==> src/rtl/pipe_mem_io_stage_pkg.sv <==
// Shared definitions for the MEM stage: IO select codes, default geometry, pipeline register layouts.
// Latency: n/a (types and constants only).
// Backpressure: n/a; the pipeline has no stall input.
package pipe_mem_io_stage_pkg;

  // Default data RAM depth (log2 of 32-bit words) and IO window base.
  localparam int          RAM_AW_DEF  = 5;
  localparam logic [31:0] IO_BASE_DEF = 32'h0000_0080;

  // IO register selects, taken from address bits [4:2] inside the IO window.
  localparam logic [2:0] IO_OUT0 = 3'd0;
  localparam logic [2:0] IO_OUT1 = 3'd1;
  localparam logic [2:0] IO_OUT2 = 3'd2;
  localparam logic [2:0] IO_IN0  = 3'd4;
  localparam logic [2:0] IO_IN1  = 3'd5;

  // EX/MEM pipeline register contents.
  typedef struct packed {
    logic        wreg;
    logic        m2reg;
    logic        wmem;
    logic [31:0] alu;
    logic [31:0] b;
    logic [4:0]  rn;
  } em_t;

  // MEM/WB pipeline register contents.
  typedef struct packed {
    logic        wreg;
    logic        m2reg;
    logic [31:0] mo;
    logic [31:0] alu;
    logic [4:0]  rn;
  } mw_t;

  // The IO window is 128 bytes, so only bits [31:7] take part in the match.
  function automatic logic io_hit(input logic [31:0] addr, input logic [31:0] base);
    return (addr[31:7] == base[31:7]);
  endfunction

endpackage

==> src/rtl/pipe_mem_io_stage_io_regs.sv <==
// Memory-mapped IO: three output registers, two synchronised input ports, read mux.
// Latency: writes land at the edge ending the M cycle; input pins readable within 2 edges; reads combinational.
// Backpressure: none; accepts a write every cycle.
module pipe_io_regs
  import pipe_mem_io_stage_pkg::*;
(
  input  logic        clock,
  input  logic        resetn,
  input  logic        we,
  input  logic [2:0]  sel,
  input  logic [31:0] wdata,
  input  logic [31:0] in_port0,
  input  logic [31:0] in_port1,
  output logic [31:0] rdata,
  output logic [31:0] out_port0,
  output logic [31:0] out_port1,
  output logic [31:0] out_port2
);

  logic [31:0] r_out0;
  logic [31:0] r_out1;
  logic [31:0] r_out2;
  logic [31:0] r_in0_meta;
  logic [31:0] r_in0_sync;
  logic [31:0] r_in1_meta;
  logic [31:0] r_in1_sync;

  // Output registers: only the three writable selects accept store data.
  always_ff @(posedge clock or negedge resetn) begin
    if (!resetn) begin
      r_out0 <= 32'h0;
      r_out1 <= 32'h0;
      r_out2 <= 32'h0;
    end else if (we) begin
      case (sel)
        IO_OUT0: r_out0 <= wdata;
        IO_OUT1: r_out1 <= wdata;
        IO_OUT2: r_out2 <= wdata;
        default: ;
      endcase
    end
  end

  // Free-running two-flop synchronisers; the pins are asynchronous to clock.
  always_ff @(posedge clock or negedge resetn) begin
    if (!resetn) begin
      r_in0_meta <= 32'h0;
      r_in0_sync <= 32'h0;
      r_in1_meta <= 32'h0;
      r_in1_sync <= 32'h0;
    end else begin
      r_in0_meta <= in_port0;
      r_in0_sync <= r_in0_meta;
      r_in1_meta <= in_port1;
      r_in1_sync <= r_in1_meta;
    end
  end

  // Read mux; unmapped selects read as zero.
  always_comb begin
    rdata = 32'h0;
    case (sel)
      IO_OUT0: rdata = r_out0;
      IO_OUT1: rdata = r_out1;
      IO_OUT2: rdata = r_out2;
      IO_IN0:  rdata = r_in0_sync;
      IO_IN1:  rdata = r_in1_sync;
      default: rdata = 32'h0;
    endcase
  end

  assign out_port0 = r_out0;
  assign out_port1 = r_out1;
  assign out_port2 = r_out2;

endmodule

==> src/rtl/pipe_mem_io_stage.sv <==
// MEM stage: EX/MEM register, word-addressed data RAM, memory-mapped IO, MEM/WB register.
// Latency: EXE inputs to M outputs 1 cycle, to WB outputs 2 cycles; store visible to the next load.
// Backpressure: none; a new instruction is accepted every cycle, bubbles arrive as zero controls.
module pipe_mem_io_stage
  import pipe_mem_io_stage_pkg::*;
#(
  parameter int          RAM_AW  = RAM_AW_DEF,
  parameter logic [31:0] IO_BASE = IO_BASE_DEF
) (
  input  logic        clock,
  input  logic        resetn,
  input  logic        ewreg,
  input  logic        em2reg,
  input  logic        ewmem,
  input  logic [31:0] ealu,
  input  logic [31:0] eb,
  input  logic [4:0]  ern,
  input  logic [31:0] in_port0,
  input  logic [31:0] in_port1,
  output logic        mwreg,
  output logic        mm2reg,
  output logic [31:0] malu,
  output logic [4:0]  mrn,
  output logic        wwreg,
  output logic        wm2reg,
  output logic [31:0] wmo,
  output logic [31:0] walu,
  output logic [4:0]  wrn,
  output logic [31:0] out_port0,
  output logic [31:0] out_port1,
  output logic [31:0] out_port2
);

  em_t         r_em;
  mw_t         r_mw;
  logic [31:0] r_ram [2**RAM_AW];

  logic              w_io_sel;
  logic [RAM_AW-1:0] w_idx;
  logic              w_ram_we;
  logic              w_io_we;
  logic [31:0]       w_io_rdata;
  logic [31:0]       w_mmo;

  // EX/MEM register: unconditional capture, no enable.
  always_ff @(posedge clock or negedge resetn) begin
    if (!resetn) begin
      r_em <= '0;
    end else begin
      r_em.wreg  <= ewreg;
      r_em.m2reg <= em2reg;
      r_em.wmem  <= ewmem;
      r_em.alu   <= ealu;
      r_em.b     <= eb;
      r_em.rn    <= ern;
    end
  end

  // Decode: everything outside the IO window aliases onto the RAM; byte offset is dropped.
  assign w_io_sel = io_hit(r_em.alu, IO_BASE);
  assign w_idx    = r_em.alu[RAM_AW+1:2];
  assign w_ram_we = r_em.wmem & ~w_io_sel;
  assign w_io_we  = r_em.wmem &  w_io_sel;

  // Data RAM write port; contents survive reset, and reset clears wmem so no partial store.
  always_ff @(posedge clock) begin
    if (w_ram_we) begin
      r_ram[w_idx] <= r_em.b;
    end
  end

  pipe_io_regs u_io_regs (
    .clock     (clock),
    .resetn    (resetn),
    .we        (w_io_we),
    .sel       (r_em.alu[4:2]),
    .wdata     (r_em.b),
    .in_port0  (in_port0),
    .in_port1  (in_port1),
    .rdata     (w_io_rdata),
    .out_port0 (out_port0),
    .out_port1 (out_port1),
    .out_port2 (out_port2)
  );

  // Read data is formed every cycle whether or not the instruction is a load.
  assign w_mmo = w_io_sel ? w_io_rdata : r_ram[w_idx];

  // MEM/WB register.
  always_ff @(posedge clock or negedge resetn) begin
    if (!resetn) begin
      r_mw <= '0;
    end else begin
      r_mw.wreg  <= r_em.wreg;
      r_mw.m2reg <= r_em.m2reg;
      r_mw.mo    <= w_mmo;
      r_mw.alu   <= r_em.alu;
      r_mw.rn    <= r_em.rn;
    end
  end

  assign mwreg  = r_em.wreg;
  assign mm2reg = r_em.m2reg;
  assign malu   = r_em.alu;
  assign mrn    = r_em.rn;
  assign wwreg  = r_mw.wreg;
  assign wm2reg = r_mw.m2reg;
  assign wmo    = r_mw.mo;
  assign walu   = r_mw.alu;
  assign wrn    = r_mw.rn;

endmodule
==> config.mk <==
export PLATFORM = sky130hd
export DESIGN_NAME = pipe_mem_io_stage
export DESIGN_NICKNAME = d
export VERILOG_FILES = /design/src/rtl/pipe_mem_io_stage_pkg.sv /design/src/rtl/pipe_mem_io_stage_io_regs.sv /design/src/rtl/pipe_mem_io_stage.sv
export SDC_FILE = /design/constraint.sdc
export NUM_CORES = 1
export LEC_CHECK = 0
export BUFFER_PORTS_ARGS = -buffer_cell sky130_fd_sc_hd__buf_2
export CAP_MARGIN = 20
export CORE_ASPECT_RATIO = 0.75
export CORE_MARGIN = 1
export CORE_UTILIZATION = 50
export DETAILED_ROUTE_END_ITERATION = 16
export GPL_TIMING_DRIVEN = 0
export PLACE_DENSITY_LB_ADDON = 0.08
export SLEW_MARGIN = 0
export SYNTH_ARGS = -nofsm -noshare
export SYNTH_HDL_FRONTEND = slang
export SYNTH_SLANG_ARGS = --single-unit
==> constraint.sdc <==
create_clock -name clock -period 10.9 [get_ports clock]
set_clock_uncertainty 0.2 [all_clocks]
set_input_delay 2.18 -clock clock [delete_from_list [all_inputs] [get_ports clock]]
set_output_delay 2.18 -clock clock [all_outputs]
set_load 0.02 [all_outputs]
==> impl_metrics.env, run 1 <==
export IMPL_status="completed"
export IMPL_synthArstFlopShare=0.2638
export IMPL_grt_use_total=0.2679
export IMPL_startpoint_type="register"
export IMPL_cts_tree="yes"
export IMPL_syn_area_um2=51130
export IMPL_hold_path_class="register to register"
export IMPL_rsz0062_at_grt="no"
export IMPL_grt_pass1_vias=28467
export IMPL_slew_violations=0
export IMPL_critical_path_required_ns=11.21
export IMPL_clock_latency_ns=0.72
export IMPL_whs_ns=0.1460
export IMPL_initial_utilization=0.5051
export IMPL_ir_worst_vdd_uv=140.6
export IMPL_clockRootBuffer="clkbuf_16"
export IMPL_syn_inst=2729
export IMPL_drtIter0Drc=3059
export IMPL_yosysMostFrequentCell="edfxtp_1"
export IMPL_antenna_found_initial=2
export IMPL_clock_fmax_mhz=221.6
export IMPL_ys_flop_type="edfxtp_1"
export IMPL_cp_common_cell="clkbuf_1"
export IMPL_crit_buf_inv=3
export IMPL_io_buffer_count=343
export IMPL_static_leakage_power_nw=23.89
export IMPL_cts_max_level=4
export IMPL_critical_path_max_stage_delay_ns=0.97
export IMPL_rows=101
export IMPL_ys_seq_elements=1391
export IMPL_min_period_ns=4.513
export IMPL_num_io_pins=344
export IMPL_synth_area_top_cells="edfxtp_1, dfrtp_1, mux2i_1"
export IMPL_synth_edf_count=1024
export IMPL_arrival_ns=4.82
export IMPL_finalSetupTns_ns=0
export IMPL_drtAntennaViolNets=0
export IMPL_path_cells="clkbuf_1 > or4b_1 > clkbuf_1 > clkbuf_1 > o22ai_1 > nor4_2 > a31oi_1"
export IMPL_yosysTopAreaCellShare=0.6014
export IMPL_hpwlAfterDp_um=96660
export IMPL_die_x_um=371.3
export IMPL_period_share=0.4141
export IMPL_syn_nets=2867
export IMPL_ys_warn_count=0
export IMPL_grt_pass1_wl_um=197000
export IMPL_area_growth_pct=20.45
export IMPL_max_cap_violations=0
export IMPL_grt_max_degree=133
export IMPL_path_clk_slew_ns=0.06
export IMPL_cts_buffers=138
export IMPL_finalNetCount=3529
export IMPL_grt_overflow=0
export IMPL_fin_ws_ns=6.387
export IMPL_ys_types=40
export IMPL_p_per_area_nw_per_um2=180.1
export IMPL_drive_above_1_share=0.2756
export IMPL_avgSynthCellArea_um2=18.74
export IMPL_cts_setup_buffers=0
export IMPL_core_area_um2=101200
export IMPL_vias=28432
export IMPL_synth_top_area_cell="edfxtp_1"
export IMPL_setup_viol=0
export IMPL_wl_um=138200
export IMPL_end_kind="register"
export IMPL_wire_per_inst_um=28.57
export IMPL_ctsHoldBuffers=0
export IMPL_avgViaCountPerCell=5.877
export IMPL_dieHeight_um=278.9
export IMPL_dp_slack_ns=6.475
export IMPL_hold_viol=0
export IMPL_crit_path_top_delay_cell="nor4_2"
export IMPL_drtPass1Iterations=6
export IMPL_worst_slew_pin_slew_ns=1.199
export IMPL_cpLargestDelayFamily="buffers and inverters"
export IMPL_drc_errors=0
export IMPL_die_area_um2=103600
export IMPL_crit_fanout=10
export IMPL_place_gp_congestion=0.8357
export IMPL_cts_resized=0
export IMPL_synth_common_cells="edfxtp_1, mux2i_1, dfrtp_1"
export IMPL_clockBufferDepth=3
export IMPL_cts_sinks=1391
export IMPL_critPathKind="register to register"
export IMPL_relSlewSlack=0.1798
export IMPL_yosysSeqAreaShare=0.7810
placed cells by master, fill, tap and decap left out, types with 8 or more instances in the layout:
cell type and count:
edfxtp_1 1024, buf_4 67, mux4_2 32, nor4_1 60
buf_6 82, buf_2 423, a2111oi_0 28, buf_1 11
mux2_1 34, clkinv_1 16, nor4_2 13, buf_8 8
mux2i_1 512, buf_16 37, mux2_2 62, nor3_2 22
clkbuf_1 121, o22ai_1 256, a31oi_1 32, dfrtp_1 367
clkbuf_8 17, clkbuf_16 147, nor2b_1 32, clkinv_2 18
worst reg2reg max path, stage by stage, from the launching register on:
cell and delay (ns):
dfrtp_1 0.64, clkbuf_1 0.62, or4b_1 0.24, clkbuf_1 0.26
clkbuf_1 0.80, o22ai_1 0.24, nor4_2 0.97, a31oi_1 0.33
layer usage:
metal / GRT usage / up-vias / wire (um)
li1: - / 12185 / -
met1: 0.3962 / 14714 / 59150
met2: 0.4008 / 1333 / 62150
met3: 0.06391 / 200 / 13950
met4: 0.06880 / 0 / 2967
met5: 0 / - / 0
layout make-up:
| cell class | count | area [um^2] |
|---|---|---|
| sequential | 1391 | 39930 |
| fill | 7316 | 39640 |
| multi-input combinational | 1133 | 10390 |
| timing repair buffer | 522 | 4140 |
| clock buffer | 197 | 4040 |
| tap | 1339 | 1675 |
| buffer | 202 | 1012 |
| clock inverter | 50 | 381.6 |
| inverter | 3 | 11.26 |
| antenna | 1 | 2.502 |
path summary, 6_finish.rpt:
path,start,endpoint,slack (ns),depth (start not counted)
min in group asynchronous,resetn,walu[0]$_DFF_PN0_,1.14,1
setup / recovery,malu[4]$_DFF_PN0_,wmo[21]$_DFF_PN0_,6.39,7
setup reg to reg,malu[4]$_DFF_PN0_,wmo[21]$_DFF_PN0_,6.39,7
hold / removal,u_io_regs.r_in1_meta[1]$_DFF_PN0_,u_io_regs.r_in1_sync[1]$_DFF_PN0_,0.15,0
hold reg to reg,u_io_regs.r_in1_meta[1]$_DFF_PN0_,u_io_regs.r_in1_sync[1]$_DFF_PN0_,0.15,0
max in group asynchronous,resetn,r_em[16]$_DFF_PN0_,7.82,3
cells by family after synthesis:
family,after synthesis,synth area share
flip-flops,1391,0.7810
multiplexers,640,0.1355
AO/OA/AOI/OAI,323,0.04116
buffers and inverters,205,0.02002
AND/OR/NAND/NOR,170,0.02234
power by group:
part	total (mW)	internal (mW)	switching [mW]	leakage, nW
sequential	5.86	5.80	0.0596	13.7
clock	4.63	2.68	1.95	2.18
combinational	0.603	0.217	0.385	7.97
metrics by stage:
step                area (um^2)  total power [mW]  cells  utilization
floorplan                 51130             6.242   2729            -
global placement          54520             6.497   4411       0.5386
detailed placement        56450             6.542   4561       0.5577
CTS                       60870             11.12   4808       0.6013
global route              61590             11.39   4837       0.6084
finish                    61590             11.09   4838       0.6084
state kept, by name, indices dropped and copies added (netlist names):
signal / flops
r_ram: 1024
mwreg: 1
u_io_regs.out_port0: 32
r_em: 33
wwreg: 1
wmo: 32
u_io_regs.r_in1_meta: 32
wm2reg: 1
walu: 32
u_io_regs.r_in0_sync: 32
u_io_regs.out_port1: 32
mm2reg: 1
u_io_regs.r_in0_meta: 32
malu: 32
u_io_regs.out_port2: 32
u_io_regs.r_in1_sync: 32
mrn: 5
wrn: 5
Note: power is estimated with default switching activity, not from simulation.
==> run 2: changes to the inputs <==
==> constraint.sdc (replaced) <==
create_clock -name clock -period 4.65 [get_ports clock]
set_clock_uncertainty 0.2 [all_clocks]
set_input_delay 0.93 -clock clock [delete_from_list [all_inputs] [get_ports clock]]
set_output_delay 0.93 -clock clock [all_outputs]
set_load 0.02 [all_outputs]
==> run 2 against run 1 <==
Net effect: combinational power up 130%; worst hold slack worse by 0.043 ns; sequential power up 130%; critical path type unchanged.
==> impl_metrics.env, run 2 (same netlist as run 1, synthesis figures left out) <==
export IMPL_avgViaCountPerCell=5.855
export IMPL_max_cap_violations=0
export IMPL_crit_fanout=11
export IMPL_drc_errors=0
export IMPL_drtAntennaViolNets=0
export IMPL_die_x_um=371.3
export IMPL_critical_path_required_ns=4.93
export IMPL_ir_worst_vdd_uv=329.8
export IMPL_cts_max_level=4
export IMPL_final_common_cell="edfxtp_1"
export IMPL_end_kind="register"
export IMPL_multi_input_area_um2=10390
export IMPL_mostFrequentLayoutCells="edfxtp_1, mux2i_1, buf_2"
export IMPL_crit_path_end="r_ram[9][10]$_DFFE_PP_"
export IMPL_fin_ws_ns=0.1935
export IMPL_whs_ns=0.1029
export IMPL_setup_viol=0
export IMPL_grt_pass1_vias=28471
export IMPL_grt_max_degree=133
export IMPL_die_area_um2=103600
export IMPL_ctsHoldBuffers=1
export IMPL_vias=28336
export IMPL_clock_fmax_mhz=224.4
export IMPL_status="completed"
export IMPL_min_period_ns=4.456
export IMPL_cts_buffers=138
export IMPL_slew_violations=0
export IMPL_static_leakage_power_nw=23.89
export IMPL_period_share=0.9584
export IMPL_grt_pass1_wl_um=197100
export IMPL_nFillCells=7315
export IMPL_drtIter0Drc=3138
export IMPL_relSlewSlack=0.1542
export IMPL_rrSetupSlack_ns=0.19
export IMPL_dieHeight_um=278.9
export IMPL_initial_utilization=0.5051
export IMPL_seqCellArea_um2=39930
export IMPL_place_gp_congestion=0.8357
export IMPL_wl_um=138400
export IMPL_grt_overflow=0
export IMPL_p_per_area_nw_per_um2=422.1
export IMPL_top_regs="r_ram: 1024 flops, r_em: 33 flops"
export IMPL_critPathKind="register to register"
export IMPL_arrival_ns=4.74
export IMPL_ff2ff_path_depth=9
export IMPL_io_buffer_count=343
export IMPL_wire_per_inst_um=28.59
export IMPL_regMostFlops="r_ram"
export IMPL_hold_viol=0
export IMPL_clockRootBuffer="clkbuf_16"
export IMPL_regToRegStartpoint="malu[28]$_DFF_PN0_"
export IMPL_largest_reg_flops=1024
export IMPL_rows=101
export IMPL_dp_slack_ns=0.2250
export IMPL_num_io_pins=344
export IMPL_cts_tree="yes"
export IMPL_hold_path_class="primary input to register"
export IMPL_worst_slew_pin_slew_ns=1.237
export IMPL_cts_resized=0
export IMPL_cts_sinks=1391
export IMPL_clock_latency_ns=0.73
export IMPL_clockBufferDepth=3
export IMPL_startpoint_type="register"
export IMPL_rsz0062_at_grt="no"
export IMPL_r2r_end="r_ram[9][10]$_DFFE_PP_"
export IMPL_cp_startpoint="malu[28]$_DFF_PN0_"
export IMPL_path_clk_slew_ns=0.06
export IMPL_hpwlAfterDp_um=96660
export IMPL_core_area_um2=101200
export IMPL_drtPass1Iterations=6
export IMPL_drive_above_1_share=0.2755
export IMPL_cts_setup_buffers=0
export IMPL_area_growth_pct=20.48
export IMPL_grt_use_total=0.2679
export IMPL_finalNetCount=3530
export IMPL_antenna_found_initial=2
==> run 2: area by class of cell <==
class | count | area share
multi-input cells | 1133 | 0.1687
plain buffers | 202 | 0.01643
clock inverters | 50 | 0.006195
flip-flops and latches | 1391 | 0.6483
repair buffers | 523 | 0.06737
clock buffers | 197 | 0.06559
inverters | 3 | 0.0001828
diodes | 2 | 0.00008125
well taps | 1339 | 0.02720
==> run 2: worst min-delay path by stage <==
stage | startpoint | endpoint | slack, ns | cells past startpoint
floorplan | u_io_regs.r_in0_meta[0]$_DFF_PN0_ | u_io_regs.r_in0_sync[0]$_DFF_PN0_ | 0.13 | 0
global placement | u_io_regs.r_in0_meta[6]$_DFF_PN0_ | u_io_regs.r_in0_sync[6]$_DFF_PN0_ | 0.13 | 0
detailed placement | u_io_regs.r_in0_meta[15]$_DFF_PN0_ | u_io_regs.r_in0_sync[15]$_DFF_PN0_ | 0.13 | 0
CTS | eb[18] | r_em[23]$_DFF_PN0_ | 0.06 | 1
global route | in_port0[18] | u_io_regs.r_in0_meta[18]$_DFF_PN0_ | 0.08 | 1
finish | in_port0[3] | u_io_regs.r_in0_meta[3]$_DFF_PN0_ | 0.10 | 1
==> run 2: worst max-delay path, stage by stage (launching register included) <==
cell and delay [ns]:
dfrtp_1 0.40, nor4_1 0.51, nand3_1 0.34, clkbuf_1 0.51, o21ai_1 0.70, clkbuf_1 0.61, nor3_2 0.34, buf_6 0.26
buf_6 0.17, buf_6 0.15
==> run 2: power by group <==
| group | total [mW] | switching (mW) | internal (mW) |
|---|---|---|---|
| combinational | 1.41 | 0.903 | 0.510 |
| clock | 10.8 | 4.57 | 6.28 |
| sequential | 13.7 | 0.139 | 13.6 |
| total | 26.0 | 5.61 | 20.4 |
==> run 2: per-layer routing <==
metal  GRT usage  vias to the layer above  share of wire
li1            -                    12172              -
met1      0.3963                    14602           0.43
met2      0.4008                     1366           0.45
met3     0.06391                      196           0.10
met4     0.06880                        0          0.021
met5           0                        -              0
==> run 2: stage by stage <==
stage	area, um^2	util	TNS, ns	std cells	power, mW
after CTS	60880	0.6014	0	4809	26.07
after global placement	54520	0.5386	-4370.18	4411	15.23
after detailed placement	56450	0.5577	0	4561	15.33
after floorplan	51130	-	-46.30	2729	14.63
after global routing	61600	0.6085	0	4838	26.69
final	61600	0.6086	0	4840	26.00
==> run 3: changes to the inputs <==
--- a/config.mk
+++ b/config.mk
@@ -13,6 +13,7 @@
 export DETAILED_ROUTE_END_ITERATION = 16
 export GPL_TIMING_DRIVEN = 0
 export PLACE_DENSITY_LB_ADDON = 0.08
+export SETUP_SLACK_MARGIN = 0.05
 export SLEW_MARGIN = 0
 export SYNTH_ARGS = -nofsm -noshare
 export SYNTH_HDL_FRONTEND = slang
==> constraint.sdc (replaced) <==
create_clock -name clock -period 3.6 [get_ports clock]
set_clock_uncertainty 0.2 [all_clocks]
set_input_delay 0.72 -clock clock [delete_from_list [all_inputs] [get_ports clock]]
set_output_delay 0.72 -clock clock [all_outputs]
set_load 0.02 [all_outputs]
==> run 3 against run 2 <==
Net effect: the run now ends with DRC left; sequential power increased by 30%; cell area increased by 3.1%; maximum frequency increased by 29%; first-iteration DRC count increased by 2.6%; critical path type unchanged; cell count increased by 2.2%; total power increased by 28%; clock power increased by 27%; non-clock buffer count increased by 113.
==> impl_metrics.env, run 3 (same netlist as run 1, synthesis figures left out) <==
export IMPL_status="finished, violations left"
export IMPL_violations="DRC"
export IMPL_vias=28915
export IMPL_wl_um=139700
export IMPL_static_leakage_power_nw=24.62
export IMPL_num_io_pins=344
export IMPL_grt_pass1_vias=29001
export IMPL_dieHeight_um=278.9
export IMPL_drtPass1Iterations=13
export IMPL_critical_path_required_ns=3.95
export IMPL_top_regs="r_ram: 1024 flops, r_em: 33 flops"
export IMPL_grt_overflow=0
export IMPL_slew_violations=0
export IMPL_finalNetCount=3639
export IMPL_period_share=0.9587
export IMPL_die_x_um=371.3
export IMPL_relSlewSlack=0.2365
export IMPL_grt_max_degree=115
export IMPL_dp_cells=4516
export IMPL_whs_ns=0.1451
export IMPL_avgViaCountPerCell=5.847
export IMPL_rrSetupSlack_ns=0.15
export IMPL_initial_utilization=0.5051
export IMPL_hold_viol=0
export IMPL_setup_viol=0
export IMPL_hpwlAfterDp_um=95700
export IMPL_cts_buffers=134
export IMPL_final_common_cell="edfxtp_1"
export IMPL_area_growth_pct=24.17
export IMPL_regMostFlops="r_ram"
export IMPL_drtAntennaViolNets=0
export IMPL_multi_input_area_um2=10820
export IMPL_p_total_mw=33.40
export IMPL_cts_tree="yes"
export IMPL_final_util=0.6272
export IMPL_p_per_area_nw_per_um2=526.0
export IMPL_crit_fanout=10
export IMPL_end_kind="register"
export IMPL_clock_latency_ns=0.76
export IMPL_critPathKind="register to register"
export IMPL_drc_errors=4
export IMPL_min_period_ns=3.451
export IMPL_drtIter0Drc=3221
export IMPL_die_area_um2=103600
export IMPL_fin_ws_ns=0.1485
export IMPL_mostFrequentLayoutCells="edfxtp_1, mux2i_1, buf_2"
export IMPL_stdcell_area_um2=63490
export IMPL_clockRootBuffer="clkbuf_16"
export IMPL_place_gp_congestion=0.8448
export IMPL_instances_no_fill=4945
export IMPL_rows=101
export IMPL_clockBufferDepth=3
export IMPL_cts_max_level=4
export IMPL_io_buffer_count=343
export IMPL_max_cap_violations=0
export IMPL_core_area_um2=101200
export IMPL_hold_path_class="register to register"
export IMPL_dp_slack_ns=-1.301
export IMPL_grt_use_total=0.2738
export IMPL_largest_reg_flops=1024
export IMPL_worst_slew_pin_slew_ns=1.145
export IMPL_antenna_found_initial=7
export IMPL_seqCellArea_um2=39930
export IMPL_place_area_um2=56710
export IMPL_arrival_ns=3.80
export IMPL_grt_pass1_wl_um=200300
export IMPL_nFillCells=7006
export IMPL_finalSetupTns_ns=0
export IMPL_rsz0062_at_grt="no"
export IMPL_wire_per_inst_um=28.26
export IMPL_drive_above_1_share=0.2810
export IMPL_path_clk_slew_ns=0.06
export IMPL_ir_worst_vdd_uv=479.7
export IMPL_clock_fmax_mhz=289.7
export IMPL_startpoint_type="register"
export IMPL_cts_sinks=1391
[run 3: cell types whose count changed in the layout (fill, tap and decap cells not counted), sizes merged]
cell | before | now
inv | 12 | 11
diode | 2 | 1
bufinv | 4 | 5
clkdlybuf4s15 | 0 | 1
clkdlybuf4s18 | 0 | 4
clkinv | 35 | 40
clkinvlp | 2 | 1
clkbuf | 287 | 281
dlygate4sd3 | 1 | 137
dlymetal6s2s | 4 | 0
buf | 630 | 601
[run 3: power breakdown]
group | total, mW | internal, mW | switching (mW) | leakage, nW
combinational | 1.98 | 0.776 | 1.21 | 8.79
sequential | 17.8 | 17.6 | 0.191 | 13.7
clock | 13.7 | 7.75 | 5.90 | 2.10
[run 3: worst paths after layout]
| check | cells after the start | startpoint | to |
|---|---|---|---|
| setup / recovery | 8 | malu[3]$_DFF_PN0_ | wmo[20]$_DFF_PN0_ |
| hold / removal | 0 | u_io_regs.r_in1_meta[25]$_DFF_PN0_ | u_io_regs.r_in1_sync[25]$_DFF_PN0_ |
| setup reg to reg | 8 | malu[3]$_DFF_PN0_ | wmo[20]$_DFF_PN0_ |
| hold reg to reg | 0 | u_io_regs.r_in1_meta[25]$_DFF_PN0_ | u_io_regs.r_in1_sync[25]$_DFF_PN0_ |
| max in group asynchronous | 4 | resetn | u_io_regs.r_in0_sync[15]$_DFF_PN0_ |
| min in group asynchronous | 2 | resetn | malu[11]$_DFF_PN0_ |
[run 3: layer usage]
layer	wire length [um]	GRT usage
met5	27	0
met4	3232	0.08114
met3	14990	0.08648
met2	61890	0.3980
met1	59580	0.3966
[run 3: final cells by class]
type,count,area share
inverter,3,0.0001774
multi-input combinational,1133,0.1704
antenna,1,0.00003941
clock buffer,186,0.05965
timing repair buffer,636,0.08949
clock inverter,54,0.007292
tap,1339,0.02639
sequential,1391,0.6290
buffer,202,0.01758
[run 3: worst max-delay path, stage by stage (launching register included)]
cell and delay, ns:
dfrtp_1 0.36, buf_2 0.29, buf_4 0.30, buf_4 0.31, clkbuf_4 0.36, mux2i_1 0.24, o22ai_1 0.14, nor4_4 0.74
a31oi_2 0.28
[run 3: repair_timing]
item                                    in CTS  in global routing
hold endpoints to repair                   193                  0
endpoints found under the setup margin    1002                276
pin swaps                                   14                  8
hold buffers                               137                  0
buffers inserted                            22                  8
gates resized for setup                     78                 57
